File: src/rtl/branch_target_buffer.sv
// Direct-mapped branch target buffer with per-entry saturating direction counters.
// The lookup is combinational, for the IF stage. The update is registered and driven from EX.
// Optional macro BTB_GSHARE_EN adds a global history register. When it is set,
// the history is XORed into the lookup index and updates use the index captured at fetch.

// One BTB entry: valid/tag/target/counter, plus its update policy.
module btb_entry #(
  parameter int ADDR_W = 30,
  parameter int TAG_W  = 26,
  parameter int CNT_W  = 2
) (
  input  logic              CLK,
  input  logic              RST,
  input  logic              we,
  input  logic [TAG_W-1:0]  upd_tag,
  input  logic              upd_taken,
  input  logic [ADDR_W-1:0] upd_target,
  output logic              valid,
  output logic [TAG_W-1:0]  tag,
  output logic [ADDR_W-1:0] target,
  output logic [CNT_W-1:0]  cnt
);
  localparam logic [CNT_W-1:0] CNT_MAX  = '1;
  localparam logic [CNT_W-1:0] CNT_WEAK = CNT_W'(1) << (CNT_W-1);

  logic upd_hit;
  assign upd_hit = valid && (tag == upd_tag);

  // Train on hit, allocate on taken miss, and ignore a not-taken miss.
  always_ff @(posedge CLK or posedge RST) begin
    if (RST) begin
      valid  <= 1'b0;
      tag    <= '0;
      target <= '0;
      cnt    <= '0;
    end else if (we) begin
      if (upd_hit) begin
        if (upd_taken) begin
          if (cnt != CNT_MAX) cnt <= cnt + CNT_W'(1);
          target <= upd_target;
        end else if (cnt != '0) begin
          cnt <= cnt - CNT_W'(1);
        end
      end else if (upd_taken) begin
        valid  <= 1'b1;
        tag    <= upd_tag;
        target <= upd_target;
        cnt    <= CNT_WEAK;
      end
    end
  end
endmodule

module branch_target_buffer #(
  parameter int ADDR_W  = 30,
  parameter int ENTRIES = 16,
  parameter int CNT_W   = 2,
  localparam int IDX_W  = $clog2(ENTRIES),
  localparam int TAG_W  = ADDR_W - IDX_W
) (
  input  logic              CLK,
  input  logic              RST,
  input  logic [ADDR_W-1:0] lk_pc,
  output logic              lk_hit,
  output logic              lk_taken,
  output logic [ADDR_W-1:0] lk_target,
  output logic [IDX_W-1:0]  lk_idx,
  input  logic              upd_en,
  input  logic [ADDR_W-1:0] upd_pc,
  input  logic [IDX_W-1:0]  upd_idx,
  input  logic              upd_taken,
  input  logic [ADDR_W-1:0] upd_target
);
  logic [ENTRIES-1:0]             valid_q;
  logic [ENTRIES-1:0][TAG_W-1:0]  tag_q;
  logic [ENTRIES-1:0][ADDR_W-1:0] target_q;
  logic [ENTRIES-1:0][CNT_W-1:0]  cnt_q;
  logic [IDX_W-1:0]               upd_sel;
  logic                           unused_upd;

`ifdef BTB_GSHARE_EN
  logic [IDX_W-1:0] ghr;
  logic [IDX_W-1:0] ghr_nxt;

  if (IDX_W == 1) begin : g_ghr1
    assign ghr_nxt = upd_taken;
  end else begin : g_ghrn
    assign ghr_nxt = {ghr[IDX_W-2:0], upd_taken};
  end

  // Shift every resolved outcome into the global history.
  always_ff @(posedge CLK or posedge RST) begin
    if (RST)         ghr <= '0;
    else if (upd_en) ghr <= ghr_nxt;
  end

  assign lk_idx     = lk_pc[IDX_W-1:0] ^ ghr;
  assign upd_sel    = upd_idx;
  assign unused_upd = ^upd_pc[IDX_W-1:0];
`else
  assign lk_idx     = lk_pc[IDX_W-1:0];
  assign upd_sel    = upd_pc[IDX_W-1:0];
  assign unused_upd = ^upd_idx;
`endif

  for (genvar i = 0; i < ENTRIES; i++) begin : g_ent
    btb_entry #(.ADDR_W(ADDR_W), .TAG_W(TAG_W), .CNT_W(CNT_W)) u_ent (
      .CLK        (CLK),
      .RST        (RST),
      .we         (upd_en && (upd_sel == IDX_W'(i))),
      .upd_tag    (upd_pc[ADDR_W-1:IDX_W]),
      .upd_taken  (upd_taken),
      .upd_target (upd_target),
      .valid      (valid_q[i]),
      .tag        (tag_q[i]),
      .target     (target_q[i]),
      .cnt        (cnt_q[i])
    );
  end

  // The lookup reads the pre-edge state, so a same-cycle update is visible only after the edge.
  assign lk_hit    = valid_q[lk_idx] && (tag_q[lk_idx] == lk_pc[ADDR_W-1:IDX_W]);
  assign lk_taken  = lk_hit && cnt_q[lk_idx][CNT_W-1];
  assign lk_target = lk_hit ? target_q[lk_idx] : '0;
endmodule

File: config.mk
export PLATFORM = sky130hd
export DESIGN_NAME = branch_target_buffer
export DESIGN_NICKNAME = d
export VERILOG_FILES = /design/src/rtl/branch_target_buffer.sv
export SDC_FILE = /design/constraint.sdc
export NUM_CORES = 2
export LEC_CHECK = 0
export BUFFER_PORTS_ARGS = -buffer_cell sky130_fd_sc_hd__buf_2
export CORE_MARGIN = 5
export CORE_UTILIZATION = 30
export DETAILED_ROUTE_END_ITERATION = 8
export GPL_ROUTABILITY_DRIVEN = 0
export HOLD_SLACK_MARGIN = 0.06
export PLACE_DENSITY = 0.46
export SLEW_MARGIN = 25
export SYNTH_ARGS = -nofsm -noshare
export SYNTH_HDL_FRONTEND = slang
export SYNTH_SLANG_ARGS = --single-unit
File: constraint.sdc
create_clock -name CLK -period 28.6 [get_ports CLK]
set_clock_uncertainty 0.05 [all_clocks]
set_input_delay 4.29 -clock CLK [delete_from_list [all_inputs] [get_ports CLK]]
set_output_delay 4.29 -clock CLK [all_outputs]
set_load 0.005 [all_outputs]
Yosys cells after proc, flatten, opt, wreduce, memory -nomap -nowiden
Cells that the tools add are included.
Widths: inputs -> output; s select.

word-level totals
  flip-flop bits (word level) = 944
  bits of input ports = 98
  output and inout bits = 36
  word-level logic and storage cells = 382

cells by class
  add/sub/neg operators = 32
  $lt $le $gt $ge = 1
  eq/ne operators = 64
  mux-type cells = 74
  bitwise operators = 16
  reduce and logical (&&, ||, !) cells = 131

operator list
  operator             count
  $eq 26x26->1         17
  $mux 2               66
  $bmux 30 s4          1
  $bmux 26 s4          1
  $reduce_bool 2->1    48
  $reduce_and 4->1     16
  $mux 30              2
  $ne 3x3->1 const B   16
  $reduce_and 3->1     16
  $logic_and 1x1->1    34
  $add 2x1->2 const B  16
  $eq 4x4->1 const B   8
  $ne 2x2->1 const B   16
  $reduce_and 2->1     16
  $sub 2x1->2 const B  16
  $mux 26              1
  $eq 4x3->1 const B   4
  $not 1->1            16
  $bmux 2 s4           1
  $eq 4x2->1 const B   2
  $lt 4x5->1 const B   1
  $bmux 1 s4           1
  $eq 4x1->1 const B   1
  $logic_not 4->1      1
  $mux 1               1

Longest topological paths before layout
  depth after elaboration = 5
  depth in mapped cells = 13
  gate-level depth less buffers = 7

Hierarchy
From an unflattened synthesis, not the netlist that was laid out.

second synthesis, totals
  cell total of the unflattened synthesis = 3,391
  area, all modules = 48,869.4 µm²

by module, submodules not included
  module                instances  cells each  area an instance (µm²)  sequential area each (µm²)
  btb_entry             16         171         2,527.4                 1,476.4
  branch_target_buffer  1          655         8,430.6                 0.0

Worst setup path after synthesis
Ideal clock, no wire load.

  kind = input -> output
  start = input port lk_pc[0]
  end = output port lk_target[10]
  arrival time = 6.683 ns
  required time = 24.260 ns
  slack = 17.577 ns
  stages = 8
  path through = buf_6 -> buf_4 -> buf_4 -> buf_4 -> buf_1 -> mux4_2 -> mux4_2 -> nor4b_2

between the ends
  longest elaborated chain between the ends = 5
  elaborated cells between the ends (all ways) = 9
  those cells by class = eq/ne: 1; mux: 7; reduce/logical: 1

ends and longest elaborated chain
  item                           line  text
  start, declared                63    input logic [ADDR_W-1:0] lk_pc,
  $bmux 26 s4                    122   assign lk_hit = valid_q[lk_idx] && (tag_q[lk_idx] == lk_pc[ADDR_W-1:IDX_W]);
  $mux 26 (not written as such)  122
  $eq 26x26->1                   122
  $logic_and 1x1->1              122
  $mux 30 *                      124   assign lk_target = lk_hit ? target_q[lk_idx] : '0;
  end, declared                  66    output logic [ADDR_W-1:0] lk_target,

Every way passes the cells marked *; elsewhere a longest branch is shown, timed or not. The select of a mux whose other input is x is not followed.

Worst setup path after layout
  start = input port lk_pc[1]
  end = output port lk_target[29]

The elaborated chain is that of the path after synthesis.

==> qor.csv <==
metric,value,unit
setup_tns,0,ns
maxSlewViolCount,0,
clk_latency,0.76,ns
area_growth,14.4,%
regArea,0.0236,mm²
die_area,0.171,mm²
synthAdderAreaFrac,0,%
rows,148,
hpwl,102,mm
cts_tree,built,
startpoint,lk_pc[1],
syn-instance-count,3465,
r2r_cells,7,
layout_common_cells,"dfrtp_1, mux2_2, xnor2_1, mux4_2, buf_2",
synth_edf_count,0,
grt.total_usage,18.8,%
cts_root_buf,clkbuf_16,
rsz0062_at_grt,no,
synth-seq-area-share,48.4,%
yosysWarnings,0,
ys_async_sr_fraction,100,%
postCtsSetupRepairBufs,0,
cp-end-kind,output pin,
gr-total-overflow,0,
start_util,30.1,%
crit_fanout,46,
cts.sinks,944,
fin_crit_sh,48.9,%
status,finished clean,
die_h,413,µm
hold_class,register to register,
antenna_found_initial,23,
max_freq,71.5,MHz
grt_max_degree,164,
crit_required,24.26,ns
synth_nets,3563,
drt-total-wl,162,mm
slew-limit-headroom,28.0,%
ys_types,57,
netlist_top_cells_area,"dfrtp_1, mux2_2, mux4_2, xnor2_1, nand4_1",
syn_area,0.0488,mm²
drc_errors,0,
max-vdd-ir-drop,0.0480,mV
start_kind,input port,
final_common_cell,dfrtp_1,
worstReg2RegStart,g_ent[0].u_ent.tag[18]$_DFFE_PP0P_,
r2r_setup_slack,24.91,ns
leakagePower,0.0227,µW
synth_compound_area_share,1.72,%
fillerInstances,16000,
wire_per_inst,28.0,µm
clkTransAtPathRegs,0.06,ns
dr.pass1.iters,5,
synth_xor_area_share,8.04,%
maxCapViolCount,0,
htreeDepth,3,
power.density,74.5,mW/mm²
yosys.area_share.simple,5.22,%
first_global_vias,30500,
fp.dieW,413,µm
cts_resized,0,
arrival,9.65,ns
core-area,0.162,mm²
synth_top_area_cell,dfrtp_1,
grt_pass1_wl,233,mm
min_from,g_ent[0].u_ent.valid$_DFFE_PP0P_,
yosys_register_bits,944,
vias_per_cell,5.14,
multiInputGateArea,0.0238,mm²
synth_area_per_cell,14.1,µm²
nNetsFinal,3581,
synth_top_family_by_area,multiplexers,
postCtsHoldBufs,0,
synthMuxAreaShare,33.4,%
io_pins,134,
r2r-end,g_ent[0].u_ent.tag[0]$_DFFE_PP0P_,
first_iter_violations,2230,
cts_buffers,113,
setup_violations,0,
fin_crit,13.99,ns
drive_gt1_share,44.9,%
hold_viol,0,
crit_end,lk_target[29],
clock_path_buffers,3,
worstMarginPinSlew,1.07,ns
crit_type,input port to output pin,
numPortBuffers,129,
synth_top_area_share,48.4,%
ant_nets,0,
synth_flop_cell,dfrtp_1,
final_util,34.4,%
vias,29600,
synth_stat cells (6+ instances only):
library cell	instances
a21oi_1	7
a221oi_1	7
a22oi_1	6
a31oi_1	9
buf_1	33
buf_2	113
buf_4	23
buf_6	12
clkbuf_1	131
dfrtp_1	944
inv_1	13
mux2_1	53
mux2_2	858
mux2i_1	48
mux4_2	246
nand2_1	59
nand2b_1	11
nand3_1	43
nand4_1	97
nor2_1	64
nor2b_1	18
nor3_1	22
nor4_1	11
nor4_2	8
nor4b_2	29
o21ai_0	53
o22ai_1	20
o31ai_1	8
or2_2	14
or4_1	17
xnor2_1	426
xor2_1	22
worst min-delay path by stage:
stage | endpoint | slack (ns) | cells after the start
final | g_ent[0].u_ent.valid$_DFFE_PP0P_ | 0.44 | 1
after detailed placement | g_ent[0].u_ent.valid$_DFFE_PP0P_ | 0.43 | 1
after CTS | g_ent[1].u_ent.cnt[1]$_DFFE_PP0P_ | 0.44 | 2
after floorplan | g_ent[4].u_ent.valid$_DFFE_PP0P_ | 0.40 | 1
after global routing | g_ent[0].u_ent.valid$_DFFE_PP0P_ | 0.45 | 1
after global placement | g_ent[0].u_ent.valid$_DFFE_PP0P_ | 0.42 | 1
critical path: stages:
cell,delay [ns]
clkbuf_8,0.42
buf_4,0.73
buf_4,0.96
nor2b_1,0.50
a221oi_1,0.16
a21boi_0,0.23
or3_1,0.44
a21oi_1,0.60
nand4_4,0.14
buf_4,0.30
nor4b_1,0.41
buf_2,0.17
state kept, by name, summed over array words and instances, names as in the netlist:
signal	count
g_ent.u_ent.target	480
g_ent.u_ent.valid	16
g_ent.u_ent.cnt	32
g_ent.u_ent.tag	416
where the power goes:
part           switching (µW)  total, µW  leakage (µW)  internal [µW]
Combinational             367        807       0.00872            440
Sequential                189       1780        0.0120           1590
Clock                     620       1570       0.00202            953
per-stage QoR:
stage	hold slack, ns	cells	setup slack [ns]	power [µW]	cell area, µm²
final	0.445	5763	14.61	4160	55800
after global routing	0.453	5755	14.46	4340	55800
after CTS	0.441	5751	14.62	4200	55700
after detailed placement	0.430	5541	14.64	2610	51600
after global placement	0.420	5540	14.69	2590	51600
after floorplan	0.401	3465	11.27	2340	48800
layer usage:
layer,global-route usage [%],up-vias,share of wire (%)
met5,0,-,0.028
met4,5.67,8,3.1
met3,3.77,227,5.8
met2,28.9,700,45
met1,26.8,15900,46
li1,-,12800,-
final cells by class:
class                      instances  area share, %
multi-input combinational       2192           42.7
antenna                           10         0.0448
tap                             2175           4.88
timing repair buffer             217           2.62
inverter                          15          0.112
clock buffer                     175           6.22
clock inverter                    35           1.13
sequential                       944           42.3
cells by family after synthesis:
group,after synthesis
DFF,944
muxes,1205
AOI/OAI and AO/OA,128
xor gates and xnor gates,448
buffers and inverters,329
and+or+nand+nor,411
No activity file was read; power rests on OpenSTA's default activity.
